[config.mk]
export PLATFORM = sky130hd
export DESIGN_NAME = bit_slice_transmitter_flat
export DESIGN_NICKNAME = d
export VERILOG_FILES = /design/src/rtl/bit_slice_transmitter_pkg.sv /design/src/rtl/bit_slice_transmitter_if.sv /design/src/rtl/bit_slice_transmitter_mux.sv /design/src/rtl/bit_slice_transmitter.sv /design/src/flat_wrapper.sv
export SDC_FILE = /design/constraint.sdc
export NUM_CORES = 2
export LEC_CHECK = 0
export CAP_MARGIN = 20
export CORE_MARGIN = 5
export CORE_UTILIZATION = 35
export CTS_BUF_LIST = sky130_fd_sc_hd__clkbuf_16
export CTS_CLUSTER_SIZE = 28
export DETAILED_ROUTE_END_ITERATION = 8
export GPL_TIMING_DRIVEN = 0
export RECOVER_POWER = 25
export SLEW_MARGIN = 20
export SYNTH_ARGS = -nofsm -noshare
export SYNTH_HDL_FRONTEND = slang
export SYNTH_SLANG_ARGS = --single-unit
[constraint.sdc]
create_clock -name clk -period 6.1 [get_ports clk]
set_clock_uncertainty 0.15 [all_clocks]
set_input_delay 1.83 -clock clk [delete_from_list [all_inputs] [get_ports clk]]
set_output_delay 1.83 -clock clk [all_outputs]
set_load 0.1 [all_outputs]
[src/rtl/bit_slice_transmitter_pkg.sv]
// Shared definitions for the bit-serial summation link (transmitter, adder, bench).
// Holds default operand count/width, index-width derivations and index typedefs.
// No logic; a clog2 helper clamps to 1 so degenerate sizes still give legal widths.
package bit_slice_transmitter_pkg;

  localparam int DEF_M = 32;  // operands per slice
  localparam int DEF_N = 32;  // operand width = frame length in cycles

  // clog2 that never returns 0, so a 1-wide index is still a legal vector
  function automatic int clog2_min1(input int v);
    return (v > 1) ? $clog2(v) : 1;
  endfunction

  localparam int DEF_IW = clog2_min1(DEF_N);
  localparam int DEF_AW = clog2_min1(DEF_M);

  typedef logic [DEF_IW-1:0] slice_idx_t;
  typedef logic [DEF_AW-1:0] word_addr_t;

endpackage

[src/rtl/bit_slice_transmitter_if.sv]
// Bus between the operand writer and the bit-slice transmitter.
// master: drives writes/commit, observes slices; slave: the transmitter.
// Ports: wr_en/wr_addr/wr_data/commit in, data_bits/slice_idx/frame_start/commit_pending/commit_ack out.
interface bit_slice_transmitter_if
  import bit_slice_transmitter_pkg::*;
#(
  parameter int M = DEF_M,
  parameter int N = DEF_N
) ();

  localparam int IW = clog2_min1(N);
  localparam int AW = clog2_min1(M);

  logic          wr_en;
  logic [AW-1:0] wr_addr;
  logic [N-1:0]  wr_data;
  logic          commit;
  logic [M-1:0]  data_bits;
  logic [IW-1:0] slice_idx;
  logic          frame_start;
  logic          commit_pending;
  logic          commit_ack;

  modport master (
    output wr_en, wr_addr, wr_data, commit,
    input  data_bits, slice_idx, frame_start, commit_pending, commit_ack
  );

  modport slave (
    input  wr_en, wr_addr, wr_data, commit,
    output data_bits, slice_idx, frame_start, commit_pending, commit_ack
  );

endinterface

[src/rtl/bit_slice_transmitter_mux.sv]
// Transposing slice selector: bits[j] = bit idx of word j.
// Latency: purely combinational, zero cycles.
// Backpressure: none; output follows inputs every cycle.
// Ports: words (M x N active bank), idx (slice index) in; bits (M-bit slice) out.
module bit_slice_mux
  import bit_slice_transmitter_pkg::*;
#(
  parameter int M = DEF_M,
  parameter int N = DEF_N,
  localparam int IW = clog2_min1(N)
) (
  input  logic [M-1:0][N-1:0] words,
  input  logic [IW-1:0]       idx,
  output logic [M-1:0]        bits
);

  always_comb begin
    bits = '0;
    for (int j = 0; j < M; j++) begin
      bits[j] = words[j][idx];
    end
  end

endmodule

[src/rtl/bit_slice_transmitter.sv]
// Streams M staged operands out transposed, one bit-slice per clock, LSB slice first.
// Latency: slice visible the cycle the counter reaches it; commit lands at next frame boundary.
// Backpressure: none; the N-cycle frame free-runs from reset release and never stalls.
// Ports: clk, rst (sync, active high); bus (slave modport) carries writes, commit and slice outputs.
module bit_slice_transmitter
  import bit_slice_transmitter_pkg::*;
#(
  parameter int M = DEF_M,
  parameter int N = DEF_N   // power of two: the slice counter wraps by overflow
) (
  input  logic                   clk,
  input  logic                   rst,
  bit_slice_transmitter_if.slave bus
);

  localparam int IW = clog2_min1(N);
  localparam int AW = clog2_min1(M);

  logic [M-1:0][N-1:0] staging_q;
  logic [M-1:0][N-1:0] active_q;
  logic [IW-1:0]       slice_q;
  logic                pending_q;
  logic                ack_q;
  logic                copy_now;
  logic [M-1:0]        slice_bits;

  // The downstream adder counts its own frame, so the bank may only swap
  // on the last slice of a frame; the next cycle is slice 0 with new data.
  assign copy_now = (slice_q == IW'(N - 1)) && pending_q;

  always_ff @(posedge clk) begin
    if (rst) begin
      slice_q   <= '0;
      staging_q <= '0;
      active_q  <= '0;
      pending_q <= 1'b0;
      ack_q     <= 1'b0;
    end else begin
      slice_q <= slice_q + IW'(1);
      ack_q   <= copy_now;

      // A commit coinciding with the copy is absorbed: that copy already
      // satisfies it, so pending simply clears.
      if (copy_now) begin
        active_q  <= staging_q;
        pending_q <= 1'b0;
      end else if (bus.commit) begin
        pending_q <= 1'b1;
      end

      // Address decode by compare: addresses >= M match no word and drop.
      // The copy above reads pre-edge staging, so a same-edge write misses it.
      for (int j = 0; j < M; j++) begin
        if (bus.wr_en && (bus.wr_addr == AW'(j))) begin
          staging_q[j] <= bus.wr_data;
        end
      end
    end
  end

  bit_slice_mux #(.M(M), .N(N)) u_mux (
    .words (active_q),
    .idx   (slice_q),
    .bits  (slice_bits)
  );

  assign bus.data_bits      = slice_bits;
  assign bus.slice_idx      = slice_q;
  assign bus.frame_start    = (slice_q == '0);
  assign bus.commit_pending = pending_q;
  assign bus.commit_ack     = ack_q;

endmodule

[src/flat_wrapper.sv]
// flat-port wrapper written by rule: the top's interface ports become plain ports
module bit_slice_transmitter_flat import bit_slice_transmitter_pkg::*;
#(
  parameter int M = DEF_M,
  parameter int N = DEF_N                                                       
)
  (clk, rst, bus_wr_en, bus_wr_addr, bus_wr_data, bus_commit, bus_data_bits, bus_slice_idx, bus_frame_start, bus_commit_pending, bus_commit_ack);
  bit_slice_transmitter_if #(.M(M), .N(N)) bus_i ();
  input  logic clk;
  input  logic rst;
  input wire logic [$bits(bus_i.wr_en)-1:0] bus_wr_en;
  input wire logic [$bits(bus_i.wr_addr)-1:0] bus_wr_addr;
  input wire logic [$bits(bus_i.wr_data)-1:0] bus_wr_data;
  input wire logic [$bits(bus_i.commit)-1:0] bus_commit;
  output wire logic [$bits(bus_i.data_bits)-1:0] bus_data_bits;
  output wire logic [$bits(bus_i.slice_idx)-1:0] bus_slice_idx;
  output wire logic [$bits(bus_i.frame_start)-1:0] bus_frame_start;
  output wire logic [$bits(bus_i.commit_pending)-1:0] bus_commit_pending;
  output wire logic [$bits(bus_i.commit_ack)-1:0] bus_commit_ack;
  assign bus_i.wr_en = bus_wr_en;
  assign bus_i.wr_addr = bus_wr_addr;
  assign bus_i.wr_data = bus_wr_data;
  assign bus_i.commit = bus_commit;
  assign bus_data_bits = bus_i.data_bits;
  assign bus_slice_idx = bus_i.slice_idx;
  assign bus_frame_start = bus_i.frame_start;
  assign bus_commit_pending = bus_i.commit_pending;
  assign bus_commit_ack = bus_i.commit_ack;
  bit_slice_transmitter #(.M(M), .N(N)) u_core (.clk(clk), .rst(rst), .bus(bus_i));
endmodule
==> impl_metrics.tcl <==
set metrics [dict create \
    cts_max_level 4 \
    r2r_end "u_core.active_q[603]" \
    crit_chain "buf_2 > buf_2 > nor2b_1 > a22oi_1 > nand3_1 > nand4_1 > clkdlybuf4s15_2" \
    post-route-cell-area_sq_um 86500 \
    min_to "u_core.active_q[283]" \
    yosysUniqueCellTypes 36 \
    drt-total-wl_mm 306 \
    yosys_register_bits 2055 \
    multi_input_area_sq_um 30400 \
    min_from "u_core.staging_q[283]" \
    fmax_ghz 0.161 \
    final-max-slew-violation-count 40 \
    via_count 64200 \
    ys_top_cells_by_count "2083 x nand2_1, 2055 x dfxtp_1, 1024 x a21oi_1, 1024 x a22o_1, 512 x mux2i_1" \
    clk_latency_ps 850 \
    syn_area_sq_um 74800 \
    die_h_microns 472 \
    syn_inst 7973 \
    cts-root-buf "clkbuf_16" \
    whs_path_depth 1 \
    vias_per_cell 5.69 \
    crit_type "reg2out" \
    routabilityCongestion 0.931 \
    required_ps 4120 \
    max-slew-margin-rel_pct -67.7 \
    cpMostUsedCell "buf_2" \
    layout_setup_ws_ps -97.9 \
    drive_above_1_share_pct 8.82 \
    synthesis.nets 8017 \
    ys_seq_area_share_pct 55.0 \
    tightestPinTransition_ps 2510 \
    ys.flop_type "dfxtp_1" \
    dp_hpwl_mm 202 \
    synthTopCellsByArea "dfxtp_1 55%, a22o_1 12%, nand2_1 10%" \
    clockBufferDepth 3 \
    hold_violations 0 \
    path_max_fanout 10 \
    dpl_worst_slack_ps -273 \
    cp_num_buf_inv 3 \
    core_area_sq_um 213000 \
    seq_area_sq_um 41100 \
    tritoncts "yes" \
    avgRoutedWirePerCell_microns 27.1 \
    ant_nets 0 \
    drt_iter0_drc 8799 \
    status "finished, violations left" \
    start_kind "flip-flop" \
    period_minus_slack_ps 6200 \
    vdd_drop_max_mv 0.227 \
    p_leak_nw 30.3 \
    reg2reg_depth 10 \
    nFillCells 20800 \
    antenna_found_initial 25 \
    synth_top_area_share_pct 55.0 \
    clock-sinks 2055 \
    track_usage_pct 26.2 \
    post-route-period-util_pct 102 \
    die_area_sq_um 223000 \
    grt_max_degree 17 \
    avgSynthCellArea_sq_um 9.39 \
    dp.cells 10900 \
    nNetsFinal 8323 \
    portBuffers 79 \
    ys_async_sr_fraction_pct 0 \
    io-pin-count 81 \
    critPathMaxStageDelay_ps 990 \
    p_per_area_nw_per_um2 328 \
    synth_area_leader_cell "dfxtp_1" \
    final_core_util_pct 40.7 \
    setup_viol 2 \
    grt_pass1_wl_mm 424 \
    clk_pin_slew_worst_paths_ps 60 \
    end_kind "primary output" \
    path_delay_family "simple AND/OR/NAND/NOR gates" \
    regToRegSetupSlack_ps 1060 \
    worstPathArrival_ps 4220 \
    drc 0 \
    failed_checks "capacitance limit, slew limit, setup timing" \
    fin_tns_setup_ps -102 \
    rows 169 \
    synth.most_common_cell "nand2_1" \
    drtPass1Iterations 9 \
    synth_edf_count 0 \
    grt-ovfl-total 0 \
    post_cts_buffers 0 \
    yosys_warnings 0 \
    crit_slowest_cell "nor2b_1" \
    drv_cap 4 \
    start_util_pct 35.2 \
    grt_pass1_vias 59200 \
    rsz0062_at_grt "no" \
    fin_cells 11300 \
    worstHoldPathType "reg2reg" \
    worstReg2RegStart "u_core.bus.slice_idx[2]" \
    floorplan.die.width_microns 472 \
    numCtsBuffers 202 \
    area_growth_pct 15.6 \
    dpl_cell_area_sq_um 79900 \
]
==> metal layers <==
layer / routed length, microns / global-route usage [%] / vias to the layer above
met5: 33 / 0 / -
met4: 21200 / 15.6 / 2
met3: 33100 / 7.05 / 894
met1: 123000 / 34.3 / 31300
li1: - / - / 28600
met2: 129000 / 38.8 / 3441
==> layout by cell type, fill, tap and decap left out, types with 41 or more instances in the layout <==
cell	Yosys	final
nand2_1	2083	2083
clkbuf_1	459	361
a22o_1	1024	1024
nand4_1	41	41
clkbuf_2	0	113
dfxtp_1	2055	2055
clkdlybuf4s50_1	0	41
clkbuf_16	0	204
a22oi_1	256	256
a21oi_1	1024	1024
nand3_1	120	120
clkinv_1	0	60
mux2i_1	512	512
buf_2	265	244
==> state kept, by name (all words and copies together) (netlist names) <==
name	count
u_core.bus.slice_idx	5
u_core.staging_q	1024
u_core.active_q	1024
u_core.bus.commit_pending	1
u_core.bus.commit_ack	1
==> worst register-to-register path, cell delays in order (launching register included) <==
cell      delay [ps]
dfxtp_1          350
buf_2            260
clkbuf_1         950
and3_1           300
ha_1             180
nand2_1           80
nor2_2           860
buf_2            560
clkbuf_1         730
buf_2            370
a22o_1           180
==> layout make-up <==
type	instances	share of cell area (%)
sequential	2055	47.5
multi-input combinational	5145	35.1
clock buffer	204	5.90
tap	2821	4.08
buffer	769	4.00
clock inverter	169	1.68
timing repair buffer	104	1.61
antenna	14	0.0405
inverter	2	0.00868
==> per-stage QoR <==
step | hold slack [ps] | total power, W
final | 287 | 0.0283
after global routing | 299 | 0.0289
after CTS | 288 | 0.0283
after detailed placement | 296 | 0.0161
after global placement | 291 | 0.0160
after floorplan | 286 | 0.0149
==> kinds of logic after synthesis <==
| kind of cell | share of synthesized area (%) |
|---|---|
| DFF | 55.0 |
| AOI/OAI and AO/OA | 21.4 |
| adders and majority gates | 0.0502 |
| xor gates and xnor gates | 0.0234 |
| muxes | 6.85 |
| buffers and inverters | 4.39 |
| and+or+nand+nor | 12.3 |
==> where the power goes <==
part	switching, W	total (W)	internal [W]
clock network	0.00559	0.0125	0.00690
logic	0.00187	0.00235	0.000480
registers	0.0000297	0.0135	0.0135
==> worst max-delay path by stage <==
stage,start,to,slack [ps],cells past startpoint
after floorplan,u_core.bus.slice_idx[1],bus_frame_start,960,6
after global placement,u_core.bus.slice_idx[4],bus_data_bits[17],-1300,6
after detailed placement,u_core.bus.slice_idx[3],bus_data_bits[9],-270,7
after CTS,u_core.bus.slice_idx[3],bus_data_bits[21],3,7
after global routing,u_core.bus.slice_idx[3],bus_data_bits[13],20,7
final,u_core.bus.slice_idx[1],bus_data_bits[3],-100,7
==> repair_timing <==
action                     in CTS  in global routing
gates resized for setup       124                 10
pin swaps                       0                  0
hold buffers                    0                  0
setup endpoints to repair      33                 13
Power figures use the tool's default switching activity.
